$ cat src/rtl/riscv_core_rob_ctrl.sv
// 16-entry reorder-buffer controller: in-order alloc, out-of-order fill, in-order commit, two bypass reads.
// Optional RISCV_ROB_FLUSH_EN adds a rob_flush input that discards every in-flight entry.
module riscv_core_rob_ctrl (
  input  logic        clk,
  input  logic        reset,
`ifdef RISCV_ROB_FLUSH_EN
  input  logic        rob_flush,
`endif
  input  logic        rob_alloc_val,
  output logic        rob_alloc_rdy,
  input  logic        rob_alloc_wen,
  input  logic [4:0]  rob_alloc_dst,
  output logic [3:0]  rob_alloc_slot,
  input  logic        rob_fill_val,
  input  logic [3:0]  rob_fill_slot,
  input  logic [31:0] rob_fill_data,
  input  logic [3:0]  rob_byp0_slot,
  input  logic [3:0]  rob_byp1_slot,
  output logic [31:0] rob_byp0_data,
  output logic [31:0] rob_byp1_data,
  output logic        rob_commit_val,
  output logic        rob_commit_wen,
  output logic [3:0]  rob_commit_slot,
  output logic [4:0]  rob_commit_waddr,
  output logic [31:0] rob_commit_wdata
);

  localparam int DEPTH = 16;

  logic [DEPTH-1:0] valid_q;
  logic [DEPTH-1:0] pending_q;
  logic [DEPTH-1:0] wen_q;
  logic [4:0]       dst_q  [DEPTH];
  logic [31:0]      data_q [DEPTH];
  logic [3:0]       head_q;
  logic [3:0]       tail_q;
  logic [4:0]       count_q;

  logic alloc_go;
  logic head_done;
  logic fill_go;

  assign rob_alloc_rdy  = (count_q != 5'd16);
  assign rob_alloc_slot = tail_q;
  assign alloc_go       = rob_alloc_val && rob_alloc_rdy;
  assign fill_go        = rob_fill_val && valid_q[rob_fill_slot];
  assign head_done      = valid_q[head_q] && !pending_q[head_q];

`ifdef RISCV_ROB_FLUSH_EN
  assign rob_commit_val = head_done && !rob_flush;
`else
  assign rob_commit_val = head_done;
`endif
  assign rob_commit_wen   = rob_commit_val && wen_q[head_q];
  assign rob_commit_slot  = head_q;
  assign rob_commit_waddr = dst_q[head_q];
  assign rob_commit_wdata = data_q[head_q];

  // Bypass reads are raw array reads; a same-cycle fill is not forwarded.
  assign rob_byp0_data = data_q[rob_byp0_slot];
  assign rob_byp1_data = data_q[rob_byp1_slot];

  always_ff @(posedge clk) begin
    if (reset) begin
      valid_q   <= '0;
      pending_q <= '0;
      wen_q     <= '0;
      head_q    <= '0;
      tail_q    <= '0;
      count_q   <= '0;
      for (int i = 0; i < DEPTH; i++) begin
        dst_q[i]  <= '0;
        data_q[i] <= '0;
      end
`ifdef RISCV_ROB_FLUSH_EN
    end else if (rob_flush) begin
      // Flush only drops bookkeeping; payload arrays keep stale contents.
      valid_q   <= '0;
      pending_q <= '0;
      head_q    <= '0;
      tail_q    <= '0;
      count_q   <= '0;
`endif
    end else begin
      if (alloc_go) begin
        valid_q[tail_q]   <= 1'b1;
        pending_q[tail_q] <= 1'b1;
        wen_q[tail_q]     <= rob_alloc_wen;
        dst_q[tail_q]     <= rob_alloc_dst;
        tail_q            <= tail_q + 4'd1;
      end
      if (fill_go) begin
        pending_q[rob_fill_slot] <= 1'b0;
        data_q[rob_fill_slot]    <= rob_fill_data;
      end
      // Head and tail coincide only when empty or full, so commit and alloc never hit one slot.
      if (rob_commit_val) begin
        valid_q[head_q] <= 1'b0;
        head_q          <= head_q + 4'd1;
      end
      if (alloc_go && !rob_commit_val)
        count_q <= count_q + 5'd1;
      else if (!alloc_go && rob_commit_val)
        count_q <= count_q - 5'd1;
    end
  end

endmodule

$ cat config.mk
export PLATFORM = sky130hd
export DESIGN_NAME = riscv_core_rob_ctrl
export DESIGN_NICKNAME = d
export VERILOG_FILES = /design/src/rtl/riscv_core_rob_ctrl.sv
export SDC_FILE = /design/constraint.sdc
export NUM_CORES = 1
export LEC_CHECK = 0
export BUFFER_PORTS_ARGS = -buffer_cell sky130_fd_sc_hd__buf_4
export CAP_MARGIN = 10
export CORE_MARGIN = 2
export CORE_UTILIZATION = 35
export DETAILED_ROUTE_END_ITERATION = 10
export GPL_TIMING_DRIVEN = 0
export PLACE_DENSITY_LB_ADDON = 0.25
export SLEW_MARGIN = 10
export SYNTH_ARGS = -nofsm -noshare
export SYNTH_HDL_FRONTEND = slang
export SYNTH_SLANG_ARGS = --single-unit
$ cat constraint.sdc
create_clock -name clk -period 4.1 [get_ports clk]
set_input_delay 0.82 -clock clk [delete_from_list [all_inputs] [get_ports clk]]
set_output_delay 0.82 -clock clk [all_outputs]
set_load 0.005 [all_outputs]
==> results of run 1 <==
==> layer usage <==
layer,vias up,global-route usage,part of all wire
met5,-,0,0.00012
met4,2,0.100,0.045
met3,313,0.0749,0.12
met2,1736,0.398,0.48
met1,13000,0.314,0.36
li1,9719,-,-
==> sequential cells by signal, summed over array words and instances, names as in the netlist, named ones only <==
| register | flops |
|---|---|
| dst_q | 80 |
| count_q | 5 |
| rob_alloc_slot | 4 |
| pending_q | 16 |
| data_q | 512 |
| wen_q | 16 |
| valid_q | 16 |
| rob_commit_slot | 4 |
==> final cells by class <==
type / instances / share of cell area
timing repair buffer: 163 / 0.0306
tap: 1368 / 0.0408
clock inverter: 45 / 0.0137
clock buffer: 91 / 0.0472
inverter: 8 / 0.000717
multi-input combinational: 1442 / 0.386
buffer: 240 / 0.0262
sequential: 657 / 0.455
==> through the flow <==
step                      setup slack, ns   util  power, mW  hold WS [ns]  cells
after global routing              -0.0458  0.410       19.7         0.484   4014
after floorplan                     0.815      -       10.4         0.428   2348
final                             -0.0317  0.410       19.2         0.463   4014
after detailed placement           -0.254  0.384       12.1         0.456   3879
after CTS                        -0.00681  0.410       19.2         0.465   4015
after global placement             -0.447  0.382       12.0         0.442   3874
==> cell usage in the layout, fill, tap and decap left out, types with 13 or more instances in the layout <==
| master | netlist | layout |
|---|---|---|
| edfxtp_1 | 592 | 592 |
| nor2_1 | 563 | 563 |
| mux4_2 | 518 | 518 |
| buf_4 | 0 | 168 |
| clkbuf_1 | 172 | 151 |
| and2_1 | 84 | 84 |
| nand2_1 | 83 | 83 |
| clkbuf_16 | 0 | 77 |
| dfxtp_1 | 65 | 65 |
| a21oi_1 | 55 | 55 |
| buf_2 | 55 | 48 |
| clkbuf_2 | 0 | 31 |
| nand3_1 | 23 | 23 |
| nand2b_1 | 20 | 20 |
| clkinv_1 | 0 | 16 |
| ha_1 | 13 | 13 |
| bufinv_16 | 0 | 13 |
==> report_power, final <==
part	total [mW]	internal (mW)	switching, mW
logic	4.28	2.00	2.28
clock network	7.17	4.27	2.90
registers	7.74	7.56	0.179
==> worst max-delay path, stage by stage <==
cell	delay, ns
clkbuf_1	0.77
clkbuf_2	0.57
mux4_2	0.40
mux4_2	0.57
buf_4	0.18
==> kinds of logic (layout without fill, tap and decap cells) <==
logic type / after synthesis / after routing / synth area share
and+or+nand+nor: 802 / 802 / 0.0945
muxes: 527 / 527 / 0.327
xor gates and xnor gates: 8 / 8 / 0.00194
buffers and inverters: 249 / 547 / 0.0283
AOI/OAI and AO/OA: 91 / 91 / 0.0153
adders and majority gates: 14 / 14 / 0.00505
DFF: 657 / 657 / 0.528
==> path summary, 6_finish.rpt <==
kind / startpoint / end / cells past startpoint
max: rob_byp0_slot[1] / rob_byp0_data[29] / 5
min reg2reg: wen_q[15]$_SDFFE_PP0P_ / wen_q[15]$_SDFFE_PP0P_ / 2
min: wen_q[15]$_SDFFE_PP0P_ / wen_q[15]$_SDFFE_PP0P_ / 2
max reg2reg: rob_commit_slot[1]$_SDFFE_PP0N_ / count_q[4]$_SDFFE_PP0P_ / 16
==> results.py, run 1 <==
metrics = {
    "drt": {
        "drc": 0,
        "routed_wl_um": 133000,
        "vias": 24800,
        "ant_nets": 0,
        "wl_per_cell_um": 33.2,
        "firstDrtPassIters": 5,
        "drt_iter0_drc": 3228,
        "via_per_inst": 6.17,
    },
    "final_layout": {
        "final_layout_size_suffix_gt1_frac": 0.345,
        "fillers": 9499,
        "register_area_um2": 19100,
        "fin_area_um2": 41900,
        "nets": 2655,
        "syn_to_final_growth_pct": 15.9,
        "multiInputGateArea_um2": 16200,
        "antenna_cells": 0,
    },
    "clock_network": {
        "clkLatencyLatePin_ns": 0.65,
        "numCtsBuffers": 75,
        "clockBufferDepth": 3,
        "cts_setup_buffers": 0,
        "root_buffer": "clkbuf_16",
        "cts.repair.resized": 45,
        "clk_pin_slew_ns": 0.05,
        "cts-hold-fix-buffers": 0,
        "cts_tree": "yes",
        "cts.htree.levels": 3,
        "clock-sinks": 657,
    },
    "sta": {
        "period_minus_slack_ns": 4.13,
        "hold_viol": 0,
        "setup_tns_ns": -0.0853,
        "finalClockSkew_ns": 0.0299,
        "setup_ws_ns": -0.0317,
        "fmax_mhz": 242,
        "finalCritPeriodShare": 1.01,
        "slew_headroom": 0.0889,
        "rsz0062_at_grt": "true",
        "worst_pin_slew_ns": 1.37,
        "setup_viol": 6,
        "drv_slew": 0,
    },
    "worst_setup_path": {
        "path_max_fanout": 10,
        "cp.required_ns": 3.28,
        "critPathKind": "primary input to primary output",
        "start_kind": "primary input",
        "r2r_slack_ns": 0.35,
        "cp.arrival_ns": 3.31,
        "cp-end-kind": "primary output",
    },
    "synthesis": {
        "yosys.area.top_type": "edfxtp_1",
        "synthTopCellsByCount": "592 x edfxtp_1, 563 x nor2_1, 518 x mux4_2, 172 x clkbuf_1, 84 x and2_1",
        "synth-edff-count": 592,
        "yosysUniqueCellTypes": 42,
        "synth_area_um2": 36200,
        "ys.warnings.count": 0,
        "synthFlopType": "edfxtp_1",
        "ys_async_sr_fraction": 0,
        "ys_seq_elements": 657,
        "ys_top_cells_by_area": "edfxtp_1 49%, mux4_2 32%, nor2_1 5.8%",
        "synthesis.instances": 2348,
        "synth.most_common_cell": "edfxtp_1",
        "avgSynthCellArea_um2": 15.4,
        "yosysSeqAreaShare": 0.528,
        "synth_fp_nets": 2416,
        "synth_top_cell_area_share": 0.492,
    },
    "floorplanning": {
        "rows": 117,
        "die_w_um": 325,
        "die_y_um": 325,
        "die_area_um2": 106000,
        "io_pins": 166,
        "start_util": 0.354,
        "core_area_um2": 102000,
    },
    "placement": {
        "gp_congestion": 0.880,
        "io_buffers": 158,
        "dpl_cell_area_um2": 39300,
        "hpwl_um": 88400,
    },
    "global_route": {
        "antenna_found_initial": 1,
        "grt_remaining_overflow": 0,
        "grt_max_degree": 34,
        "grt_pass1_wl_um": 185000,
        "first_global_vias": 25300,
        "grt_usage": 0.248,
    },
    "min_path": {
        "hold_path_class": "flip-flop to flip-flop",
    },
    "status": {
        "violations": "setup timing",
        "outcome": "complete, but fails checks",
    },
    "power_and_ir_drop": {
        "ir_worst_vdd_uv": 319,
        "p_leak_nw": 13.8,
        "powerDensity_nw_per_um2": 458,
    },
    "run": {
        "max_cap_violations": 0,
    },
}
Power figures use the tool's default switching activity.
==> inputs of run 2 (changes only) <==
--- a/config.mk
+++ b/config.mk
@@ -11,8 +11,7 @@
 export CORE_UTILIZATION = 35
 export DETAILED_ROUTE_END_ITERATION = 10
 export GPL_TIMING_DRIVEN = 0
-export PLACE_DENSITY_LB_ADDON = 0.25
-export SLEW_MARGIN = 10
+export PLACE_DENSITY_LB_ADDON = 0.1
 export SYNTH_ARGS = -nofsm -noshare
 export SYNTH_HDL_FRONTEND = slang
 export SYNTH_SLANG_ARGS = --single-unit
==> run 2 against run 1 <==
The flow still finishes with violations (setup timing). Critical path depth did not move. Total power shrank 1.1%. Utilization grew 0.093 points. Critical path type unchanged. Largest power group unchanged. Highest routed layer unchanged.
==> results.py, run 2 (synthesis gave the netlist of run 1 again) <==
metrics = {
    "sta": {
        "setup_viol": 9,
        "slew_headroom": 0.109,
        "rsz0062_at_grt": "true",
        "worst_pin_slew_ns": 1.34,
        "fmax_mhz": 239,
        "finalClockSkew_ns": 0.0235,
        "hold_viol": 0,
        "period_minus_slack_ns": 4.18,
        "setup_ws_ns": -0.0756,
        "drv_slew": 0,
        "finalCritPeriodShare": 1.02,
    },
    "final_layout": {
        "reg_top3": "data_q x512, dst_q x80",
        "multiInputGateArea_um2": 16100,
        "final_layout_size_suffix_gt1_frac": 0.347,
        "fillers": 9526,
        "layout_common_cells": "592 x edfxtp_1, 563 x nor2_1, 518 x mux4_2",
        "top_register": "data_q",
        "register_area_um2": 19100,
        "largest_reg_flops": 512,
        "final_common_cell": "edfxtp_1",
        "fin_util": 0.411,
        "instances_no_fill": 4032,
        "syn_to_final_growth_pct": 16.2,
        "fin_area_um2": 42000,
        "nets": 2671,
    },
    "placement": {
        "hpwl_um": 93300,
        "gp_congestion": 0.853,
        "io_buffers": 158,
        "dpl_cell_area_um2": 39400,
        "placedCellCount": 3890,
    },
    "global_route": {
        "met2_usage": 0.426,
        "grtUsageMet3": 0.0684,
        "grt_usage": 0.266,
        "grt_remaining_overflow": 0,
        "antenna_found_initial": 2,
        "busiest_layer": "met2",
        "met1_usage": 0.346,
        "grt_pass1_wl_um": 195000,
        "grt_max_degree": 34,
        "first_global_vias": 25100,
    },
    "clock_network": {
        "clock-sinks": 657,
        "cts-hold-fix-buffers": 0,
        "clkLatencyLatePin_ns": 0.65,
        "clockBufferDepth": 3,
        "cts_tree": "yes",
        "cts.htree.levels": 3,
        "cts_setup_buffers": 0,
        "numCtsBuffers": 79,
        "clk_pin_slew_ns": 0.05,
        "root_buffer": "clkbuf_16",
    },
    "drt": {
        "ant_nets": 0,
        "via_per_inst": 6.11,
        "drt_iter0_drc": 3121,
        "wl_per_cell_um": 35.2,
        "firstDrtPassIters": 6,
        "vias": 24600,
        "drc": 0,
        "routed_wl_um": 142000,
    },
    "worst_setup_path": {
        "start_kind": "primary input",
        "cp_num_buf_inv": 3,
        "crit_family": "buffers and inverters",
        "critPathKind": "primary input to primary output",
        "cp.arrival_ns": 3.36,
        "max_stage_delay_ns": 0.89,
        "crit_top_cell": "mux4_2",
        "crit_chain": "clkbuf_1, buf_1, mux4_2, mux4_2, buf_4",
        "crit_path_top_delay_cell": "buf_1",
        "cp.required_ns": 3.28,
        "cp-end-kind": "primary output",
        "path_max_fanout": 10,
        "r2r_slack_ns": 0.37,
    },
    "floorplanning": {
        "die_w_um": 325,
        "io_pins": 166,
        "core_area_um2": 102000,
        "rows": 117,
        "die_area_um2": 106000,
        "start_util": 0.354,
        "die_y_um": 325,
    },
    "power_and_ir_drop": {
        "powerDensity_nw_per_um2": 452,
        "p_leak_nw": 13.9,
        "ir_worst_vdd_uv": 275,
        "p_total_mw": 19.0,
    },
    "status": {
        "violations": "setup timing",
        "outcome": "complete, but fails checks",
    },
    "min_path": {
        "hold_path_class": "flip-flop to flip-flop",
    },
    "run": {
        "max_cap_violations": 0,
    },
}
[run 2: changes by cell type in the layout (fill, tap and decap cells not counted), sizes merged]
| cell | before | now |
|---|---|---|
| diode | 0 | 1 |
| inv | 12 | 10 |
| bufinv | 13 | 5 |
| clkinv | 26 | 36 |
| clkinvlp | 2 | 1 |
| buf | 229 | 239 |
| clkbuf | 262 | 271 |
| clkdlybuf4s15 | 3 | 2 |
[run 2: worst min-delay path: cells and delay by family, from the launching register on]
family,cells,cell delay (ns)
flops,1,0.30
compound gates,1,0.05
simple gates,1,0.05
[run 2: metal layers]
layer	routed length [µm]	share of wire
met1	54600	0.38
met2	67100	0.47
met3	14300	0.10
met4	5870	0.041
met5	58	0.00041
[run 2: final cells by class]
cell class | count | share of cell area
clock buffer | 97 | 0.0502
timing repair buffer | 174 | 0.0351
clock inverter | 44 | 0.00807
tap | 1368 | 0.0407
buffer | 241 | 0.0267
inverter | 8 | 0.000715
sequential | 657 | 0.454
multi-input combinational | 1442 | 0.384
antenna | 1 | 0.0000596
[run 2: repair_timing]
item                       4_1_cts  5_1_grt
pin swaps                        0        0
gates resized for setup         56       20
setup endpoints to repair       97       25
[run 2: through the flow]
step | setup slack, ns | hold WS, ns | TNS, ns
finish | -0.0756 | 0.453 | -0.278
global route | -0.0184 | 0.484 | -0.0235
CTS | 0.00469 | 0.454 | 0
detailed placement | -0.317 | 0.447 | -10.63
global placement | -0.522 | 0.442 | -113.66
floorplan | 0.815 | 0.428 | 0
[run 2: worst paths after layout]
kind / depth (start not counted) / start / endpoint
worst max-delay path: 5 / rob_byp0_slot[1] / rob_byp0_data[31]
worst min-delay path: 2 / wen_q[10]$_SDFFE_PP0P_ / wen_q[10]$_SDFFE_PP0P_
worst max register to register: 16 / rob_commit_slot[1]$_SDFFE_PP0N_ / count_q[4]$_SDFFE_PP0P_
worst min register to register: 2 / wen_q[10]$_SDFFE_PP0P_ / wen_q[10]$_SDFFE_PP0P_
[run 2: power breakdown]
group / internal, mW / switching (mW)
Clock: 3.95 / 2.91
Combinational: 2.03 / 2.34
Sequential: 7.56 / 0.179
